File: src/rtl/lsu_pkg.sv
`default_nettype none
// ============================================================================
// Module   : lsu_pkg
// Purpose  : Shared state encoding, funct3/store-mask constants and byte-lane
//            helpers for the LSU memory port.
// Revision : 1.0 - initial release
// ============================================================================
package lsu_pkg;

    typedef enum logic [1:0] {
        ST_IDLE = 2'd0,
        ST_REQ  = 2'd1,
        ST_WAIT = 2'd2,
        ST_DONE = 2'd3
    } lsu_state_e;

    localparam logic [2:0] F3_LB  = 3'b000;
    localparam logic [2:0] F3_LH  = 3'b001;
    localparam logic [2:0] F3_LW  = 3'b010;
    localparam logic [2:0] F3_LBU = 3'b100;
    localparam logic [2:0] F3_LHU = 3'b101;

    localparam logic [3:0] BE_SB = 4'b0001;
    localparam logic [3:0] BE_SH = 4'b0011;
    localparam logic [3:0] BE_SW = 4'b1111;

    function automatic logic [3:0] lane_be(input logic [3:0] mask, input logic [1:0] off);
        return mask << off;
    endfunction

    function automatic logic [31:0] lane_wdata(input logic [31:0] data, input logic [1:0] off);
        return data << {off, 3'b000};
    endfunction

    function automatic logic [31:0] lane_extract(input logic [31:0] rdata, input logic [1:0] off);
        return rdata >> {off, 3'b000};
    endfunction

    function automatic logic is_misaligned(input logic       we,
                                           input logic [3:0] mask,
                                           input logic [2:0] funct3,
                                           input logic [1:0] off);
        if (we)
            return ((mask == BE_SH) && off[0]) || ((mask == BE_SW) && (off != 2'b00));
        else
            return (((funct3 == F3_LH) || (funct3 == F3_LHU)) && off[0]) ||
                   ((funct3 == F3_LW) && (off != 2'b00));
    endfunction

endpackage
`default_nettype wire

File: src/rtl/lsu_mem_port_if.sv
`default_nettype none
// ============================================================================
// Module   : lsu_mem_port_if
// Purpose  : Word-wide memory bus with req/gnt request phase and rvalid
//            read-data phase.
// Revision : 1.0 - initial release
// ============================================================================
interface lsu_mem_port_if #(
    parameter int ADDR_W = 32
);
    logic              mem_req;
    logic              mem_gnt;
    logic              mem_we;
    logic [ADDR_W-1:0] mem_addr;
    logic [3:0]        mem_be;
    logic [31:0]       mem_wdata;
    logic              mem_rvalid;
    logic [31:0]       mem_rdata;

    modport master (
        output mem_req, mem_we, mem_addr, mem_be, mem_wdata,
        input  mem_gnt, mem_rvalid, mem_rdata
    );

    modport slave (
        input  mem_req, mem_we, mem_addr, mem_be, mem_wdata,
        output mem_gnt, mem_rvalid, mem_rdata
    );
endinterface
`default_nettype wire

File: src/rtl/lsu_load_extend.sv
`default_nettype none
// ============================================================================
// Module   : lsu_load_extend
// Purpose  : Combinational lane extraction and sign/zero extension of a read
//            word according to the load funct3.
// Revision : 1.0 - initial release
// ============================================================================
module lsu_load_extend
    import lsu_pkg::*;
(
    input  logic [31:0] rdata,
    input  logic [1:0]  off,
    input  logic [2:0]  funct3,
    output logic [31:0] load_data
);
    logic [31:0] lane;

    always_comb begin
        load_data = '0;
        lane      = lane_extract(rdata, off);
        case (funct3)
            F3_LB:   load_data = {{24{lane[7]}}, lane[7:0]};
            F3_LH:   load_data = {{16{lane[15]}}, lane[15:0]};
            F3_LW:   load_data = lane;
            F3_LBU:  load_data = {24'd0, lane[7:0]};
            F3_LHU:  load_data = {16'd0, lane[15:0]};
            default: load_data = '0;
        endcase
    end
endmodule
`default_nettype wire

File: src/rtl/lsu_mem_port.sv
`default_nettype none
// ============================================================================
// Module   : lsu_mem_port
// Purpose  : Load/store port between the control FSM and a req/gnt/rvalid
//            memory bus. Optional macro: LSU_MISALIGN_CHK_EN.
// Revision : 1.0 - initial release
// ============================================================================
module lsu_mem_port
    import lsu_pkg::*;
#(
    parameter int ADDR_W         = 32,
    parameter int TIMEOUT_CYCLES = 64
) (
    input  logic              clk,
    input  logic              reset_n,
    input  logic              req_valid,
    input  logic              req_we,
    input  logic [3:0]        req_be_mask,
    input  logic [2:0]        req_funct3,
    input  logic [ADDR_W-1:0] req_addr,
    input  logic [31:0]       req_wdata,
    output logic              done,
    output logic              busy,
    output logic [31:0]       load_data,
    output logic              bus_err,
    output logic              misalign_err,
    lsu_mem_port_if.master    mem
);
    localparam int CNT_W = (TIMEOUT_CYCLES > 2) ? $clog2(TIMEOUT_CYCLES) : 1;

    lsu_state_e  state, state_nxt;
    logic [1:0]  off;
    logic [2:0]  funct3;
    logic        we;
    logic [CNT_W-1:0] cnt;
    logic        accept, timeout, capture, timeout_hit, mis;
    logic [31:0] ext_data;

`ifdef LSU_MISALIGN_CHK_EN
    assign mis = is_misaligned(req_we, req_be_mask, req_funct3, req_addr[1:0]);

    always_ff @(posedge clk or negedge reset_n) begin
        if (!reset_n)
            misalign_err <= 1'b0;
        else if (accept)
            misalign_err <= mis;
    end
`else
    assign mis          = 1'b0;
    assign misalign_err = 1'b0;
`endif

    // cnt holds the number of cycles already spent in REQ+WAIT
    generate
        if (TIMEOUT_CYCLES > 0) begin : g_timeout
            assign timeout_hit = (cnt == CNT_W'(TIMEOUT_CYCLES - 1));
        end else begin : g_no_timeout
            assign timeout_hit = 1'b0;
        end
    endgenerate

    always_comb begin
        state_nxt = state;
        accept    = 1'b0;
        timeout   = 1'b0;
        capture   = 1'b0;
        case (state)
            ST_IDLE: begin
                if (req_valid) begin
                    accept    = 1'b1;
                    state_nxt = mis ? ST_DONE : ST_REQ;
                end
            end
            ST_REQ: begin
                // a store completing on its last allowed cycle beats the timeout
                if (mem.mem_gnt && we) begin
                    state_nxt = ST_DONE;
                end else if (timeout_hit) begin
                    state_nxt = ST_DONE;
                    timeout   = 1'b1;
                end else if (mem.mem_gnt) begin
                    state_nxt = ST_WAIT;
                end
            end
            ST_WAIT: begin
                if (mem.mem_rvalid) begin
                    capture   = 1'b1;
                    state_nxt = ST_DONE;
                end else if (timeout_hit) begin
                    state_nxt = ST_DONE;
                    timeout   = 1'b1;
                end
            end
            ST_DONE: state_nxt = ST_IDLE;
            default: state_nxt = ST_IDLE;
        endcase
    end

    lsu_load_extend u_load_extend (
        .rdata     (mem.mem_rdata),
        .off       (off),
        .funct3    (funct3),
        .load_data (ext_data)
    );

    always_ff @(posedge clk or negedge reset_n) begin
        if (!reset_n) begin
            state         <= ST_IDLE;
            off           <= 2'b00;
            funct3        <= 3'b000;
            we            <= 1'b0;
            cnt           <= '0;
            done          <= 1'b0;
            busy          <= 1'b0;
            load_data     <= '0;
            bus_err       <= 1'b0;
            mem.mem_req   <= 1'b0;
            mem.mem_we    <= 1'b0;
            mem.mem_addr  <= '0;
            mem.mem_be    <= '0;
            mem.mem_wdata <= '0;
        end else begin
            state       <= state_nxt;
            done        <= (state_nxt == ST_DONE);
            busy        <= (state_nxt != ST_IDLE);
            mem.mem_req <= (state_nxt == ST_REQ);
            mem.mem_we  <= (state_nxt == ST_REQ) && (accept ? req_we : we);
            cnt         <= ((state == ST_REQ) || (state == ST_WAIT)) ? cnt + CNT_W'(1) : '0;
            if (accept) begin
                off           <= req_addr[1:0];
                funct3        <= req_funct3;
                we            <= req_we;
                mem.mem_addr  <= {req_addr[ADDR_W-1:2], 2'b00};
                mem.mem_be    <= lane_be(req_be_mask, req_addr[1:0]);
                mem.mem_wdata <= lane_wdata(req_wdata, req_addr[1:0]);
                bus_err       <= 1'b0;
            end
            if (timeout)
                bus_err <= 1'b1;
            if (capture)
                load_data <= ext_data;
        end
    end
endmodule
`default_nettype wire
File: src/flat_wrapper.sv
// flat-port wrapper written by rule: the top's interface ports become plain ports
module lsu_mem_port_flat import lsu_pkg::*;
#(
    parameter int ADDR_W         = 32,
    parameter int TIMEOUT_CYCLES = 64
)
  (clk, reset_n, req_valid, req_we, req_be_mask, req_funct3, req_addr, req_wdata, done, busy, load_data, bus_err, misalign_err, mem_mem_req, mem_mem_we, mem_mem_addr, mem_mem_be, mem_mem_wdata, mem_mem_gnt, mem_mem_rvalid, mem_mem_rdata);
  lsu_mem_port_if #(.ADDR_W(ADDR_W)) mem_i ();
  input  logic clk;
  input  logic reset_n;
  input  logic req_valid;
  input  logic req_we;
  input  logic [3:0] req_be_mask;
  input  logic [2:0] req_funct3;
  input  logic [ADDR_W-1:0] req_addr;
  input  logic [31:0] req_wdata;
  output logic done;
  output logic busy;
  output logic [31:0] load_data;
  output logic bus_err;
  output logic misalign_err;
  output wire logic [$bits(mem_i.mem_req)-1:0] mem_mem_req;
  output wire logic [$bits(mem_i.mem_we)-1:0] mem_mem_we;
  output wire logic [$bits(mem_i.mem_addr)-1:0] mem_mem_addr;
  output wire logic [$bits(mem_i.mem_be)-1:0] mem_mem_be;
  output wire logic [$bits(mem_i.mem_wdata)-1:0] mem_mem_wdata;
  input wire logic [$bits(mem_i.mem_gnt)-1:0] mem_mem_gnt;
  input wire logic [$bits(mem_i.mem_rvalid)-1:0] mem_mem_rvalid;
  input wire logic [$bits(mem_i.mem_rdata)-1:0] mem_mem_rdata;
  assign mem_mem_req = mem_i.mem_req;
  assign mem_mem_we = mem_i.mem_we;
  assign mem_mem_addr = mem_i.mem_addr;
  assign mem_mem_be = mem_i.mem_be;
  assign mem_mem_wdata = mem_i.mem_wdata;
  assign mem_i.mem_gnt = mem_mem_gnt;
  assign mem_i.mem_rvalid = mem_mem_rvalid;
  assign mem_i.mem_rdata = mem_mem_rdata;
  lsu_mem_port #(.ADDR_W(ADDR_W), .TIMEOUT_CYCLES(TIMEOUT_CYCLES)) u_core (.clk(clk), .reset_n(reset_n), .req_valid(req_valid), .req_we(req_we), .req_be_mask(req_be_mask), .req_funct3(req_funct3), .req_addr(req_addr), .req_wdata(req_wdata), .done(done), .busy(busy), .load_data(load_data), .bus_err(bus_err), .misalign_err(misalign_err), .mem(mem_i));
endmodule
File: config.mk
export PLATFORM = sky130hd
export DESIGN_NAME = lsu_mem_port_flat
export DESIGN_NICKNAME = d
export VERILOG_FILES = /design/src/rtl/lsu_pkg.sv /design/src/rtl/lsu_mem_port_if.sv /design/src/rtl/lsu_load_extend.sv /design/src/rtl/lsu_mem_port.sv /design/src/flat_wrapper.sv
export SDC_FILE = /design/constraint.sdc
export NUM_CORES = 1
export LEC_CHECK = 0
export ABC_AREA = 1
export CORE_UTILIZATION = 40
export CTS_BUF_LIST = sky130_fd_sc_hd__clkbuf_4
export DETAILED_ROUTE_END_ITERATION = 8
export GPL_ROUTABILITY_DRIVEN = 0
export PLACE_DENSITY_LB_ADDON = 0.12
export SLEW_MARGIN = 30
export SYNTH_ARGS = -nofsm -noshare
export SYNTH_HDL_FRONTEND = slang
export SYNTH_SLANG_ARGS = --single-unit
export TNS_END_PERCENT = 50
File: constraint.sdc
create_clock -name clk -period 2 [get_ports clk]
set_clock_uncertainty 0.2 [all_clocks]
set_input_delay 0.6 -clock clk [delete_from_list [all_inputs] [get_ports clk]]
set_output_delay 0.6 -clock clk [all_outputs]
set_load 0.005 [all_outputs]
==> metrics.md <==
| Metric | Value |
|---|---|
| Status | complete, no violations |
| Worst hold path depth | 1 |
| Initial Util | 0.4101 |
| Reg2reg end | u_core.load_data[7] |
| Worst path cell trace | clkdlybuf4s15_1 |
| CTS buffer count | 17 |
| Post-synth EDFFs | 0 |
| Fin crit period | approximately 1900 ps |
| Clk pwr share | 0.128 |
| Worst R2R Start | u_core.state[0] |
| Worst rel slew slack | 0.5731 |
| Max-cap viol count | 0 |
| Switch share | 0.3957 |
| Final hold violations | 0 |
| Synth Register Bits | roughly 120 |
| Final Cell Area | 8255 um^2 |
| Least-Margin Pin Slew | between 600 and 700 ps |
| WP data required | between 1000 and 1500 ps |
| Non-Filler Instances | 1142 |
| Pins Over Slew Limit | 0 |
| Layout cell share with drive strength beyond 1 | 0.2339 |
| Arr. time, crit path | 1100 ps |
| Top FF cell, synth | dfrtp_1 |
| Fin Hold WS | 278.7 ps |
| Fmax achieved | 0.5262 GHz |
| Worst hold endpoint | u_core.cnt[5] |
| Met1 WL | 7147 um |
| Deepest clock path buffer count | 2 |
| Register share of total power | 0.378 |
| Fillers | between 1000 and 1500 |
| Vias in the first global route | 5415 |
| RSZ-0062 raised after global routing | false |
| Max incr delay on CP | 370 ps |
| Flop2flop setup slack | approximately 150 ps |
| Mean routed wirelength per cell | about 15 um |
| Post-DP HPWL | 12170 um |
| Die Y | approximately 120 um |
| Cell Pwr Density | 1292 nW/um^2 |
| Tcrit/Tclk final | 0.9502 |
| Nets@finish | 1065 |
| Worst hold path type | flip-flop to flip-flop |
| Core area | between 10000 and 15000 um^2 |
| Metal2 WL | between 7000 and 8000 um |
| Int Pwr | ~0.0064 W |
| Antenna violations before repair | 0 |
| Drt drc | 0 |
| Worst setup path class | flip-flop to output pin |
| Drt pass-1 iters | 5 |
| Mapped cell area | 5714 um^2 |
| Static Leak | 4.426 nW |
| Via count | about 5700 |
| Worst r2r path cells | 6 |
| Clock Latency Late Sink | 530 ps |
| Top layer in use | met4 |
| CTS tree | yes |
| Inserted Diodes | 0 |
| Global route overflow | 0 |
| Switch Pwr | 0.004222 W |
| Total chip power | 0.01067 W |
| Met3 WL | 1397 um |
| Placed cells | ~1100 |
| Final Core Density | 0.5924 |
| Die W | 121.5 um |
| Antenna viol nets, final | 0 |
| # setup viols final | 0 |
| Syn_area_per_cell | around 8.3 um^2 |
| Count of different cell masters after synthesis | 35 |
| Worst Path Max Fanout | 1 |
| First-pass GRT wire length | 26840 um |
| Initial drt markers | 453 |
| CP endpoint kind | output pin |
| Detailed Route WL | 16860 um |
| Placed cell areas | 8273 um^2 |
| Synthesis-to-layout area growth | 44.47% |
| Slowest CP cell | dfrtp_1 |
| I/O pin count | between 200 and 250 |
| Row Count | 43 |
| GRT Total Usage | 0.2382 |
| Min-delay src | u_core.cnt[5] |
| Post-Syn Instances | 687 |
| Top Family by Delay on Critical Path | flip-flops |
| Peak supply drop | between 0.4 and 0.5 mV |
| Avg Vias per Cell | between 4 and 5 |
| Die area | 14770 um^2 |
| Async S/R FF share, synth | 1.000 |
| Clk sink count | 117 |
| Largest net degree at the start of global routing | 62 |
| Startpoint types | flip-flop |
| CP Buf/Inv Count | 1 |
| H-tree Lvls | 4 |
| Post-synthesis sequential area ratio | 0.5124 |
| Port Buf Inserts | 211 |
| Clock transition at path regs | 90 ps |
| Root Buffer | clkbuf_4 |
| Yosys warns | 0 |
| Logic pwr share | 0.494 |
## flip-flops by register name, indices dropped and copies added, names as in the netlist
name and flops:
u_core.mem.mem_wdata 32, u_core.busy 1, u_core.we 1, u_core.off 2, u_core.state 2, u_core.mem.mem_addr 30, u_core.cnt 6, u_core.mem.mem_be 4
u_core.done 1, u_core.mem.mem_we 1, u_core.bus_err 1, u_core.load_data 32, u_core.funct3 3, u_core.mem.mem_req 1
## metal layers
| metal | global-route usage | up-vias |
|---|---|---|
| li1 | - | 2758 |
| met1 | 0.3091 | 2651 |
| met2 | 0.3679 | 245 |
| met3 | 0.07942 | 21 |
| met4 | 0.08951 | 0 |
| met5 | 0 | - |
## cells in the mapped netlist, drive strengths merged (2+ instances only)
cell type | count | area share
a21oi | 19 | 0.017
a22o | 3 | 0.0046
buf | 27 | 0.032
clkbuf | 15 | 0.0099
dfrtp | 117 | 0.51
ha | 5 | 0.011
inv | 27 | 0.018
mux2i | 19 | 0.033
nand2 | 316 | 0.21
nand3 | 34 | 0.039
nand4 | 2 | 0.0022
nor2 | 22 | 0.017
nor3 | 2 | 0.0035
o211ai | 2 | 0.0059
o21ai | 49 | 0.046
o221ai | 15 | 0.023
o311ai | 3 | 0.0046
o31ai | 7 | 0.0092
or2 | 2 | 0.0022
## power groups by stage
stage / sequential (W) / clock [W] / combinational (W)
6_report: 0.00403 / 0.00137 / 0.00527
5_1_grt: 0.00414 / 0.00154 / 0.00588
4_1_cts: 0.00404 / 0.00142 / 0.00553
3_5_place_dp: 0.00406 / 0 / 0.00570
3_3_place_gp: 0.00406 / 0 / 0.00559
2_1_floorplan: 0.00401 / 0 / 0.00264
## layout make-up
class / instances / area (um^2) / area share
clock buffers: 22 / 165.2 / 0.02001
clock inverters: 8 / 37.54 / 0.004547
inverters: 27 / 103.9 / 0.01258
multi-input cells: 503 / 2454 / 0.2972
flip-flops and latches: 117 / 2928 / 0.3547
well taps: 180 / 225.2 / 0.02728
repair buffers: 285 / 2342 / 0.2837
## metrics by stage
step / worst slack [ps] / setup TNS [ps]
final: 99.62 / 0
after CTS: -11.27 / -11.27
after global placement: -204.5 / -12690
after floorplan: 326.7 / 0
after global routing: 0.3719 / 0
after detailed placement: -212.7 / -13550
## worst max path at each step
stage | start | end | depth (start not counted)
4_1_cts | u_core.mem.mem_addr[17] | mem_mem_addr[17] | 1
5_1_grt | u_core.state[1] | u_core.mem.mem_wdata[29] | 7
3_3_place_gp | mem_mem_rdata[31] | u_core.load_data[31] | 8
2_1_floorplan | u_core.state[0] | u_core.mem.mem_wdata[19] | 7
6_report | u_core.mem.mem_req | mem_mem_req | 1
3_5_place_dp | mem_mem_rdata[31] | u_core.load_data[17] | 8
## cell families (layout without fill, tap and decap cells)
| family | Yosys count | in the layout | share of synthesized area |
|---|---|---|---|
| compound gates | 98 | 98 | 0.1095 |
| fa+ha+maj | 5 | 5 | 0.01095 |
| buf+inv | 69 | 342 | 0.05955 |
| flops | 117 | 117 | 0.5124 |
| mux | 19 | 19 | 0.03328 |
| other cells | 1 | 3 | 0.0006563 |
| simple gates | 378 | 378 | 0.2737 |
## layout by cell type, fill, tap and decap left out, types with 4 or more instances in the layout
| cell | count |
|---|---|
| a21oi_1 | 19 |
| buf_12 | 14 |
| buf_2 | 11 |
| buf_4 | 60 |
| clkbuf_2 | 89 |
| clkbuf_4 | 22 |
| clkdlybuf4s50_1 | 107 |
| clkinv_1 | 4 |
| dfrtp_1 | 117 |
| ha_1 | 5 |
| inv_1 | 25 |
| mux2i_1 | 19 |
| nand2_1 | 313 |
| nand3_1 | 24 |
| nand3_2 | 10 |
| nor2_1 | 19 |
| o21ai_0 | 39 |
| o21ai_1 | 8 |
| o221ai_1 | 15 |
| o31ai_1 | 7 |
## what timing repair did
item	in CTS	in global routing
setup buffers	22	14
resized for setup	225	94
gates cloned	0	0
setup endpoints to repair	103	94
hold buffers	1	0
pin swaps	0	0
endpoints found under the hold margin	117	0
(Power assumes the default switching activity.)
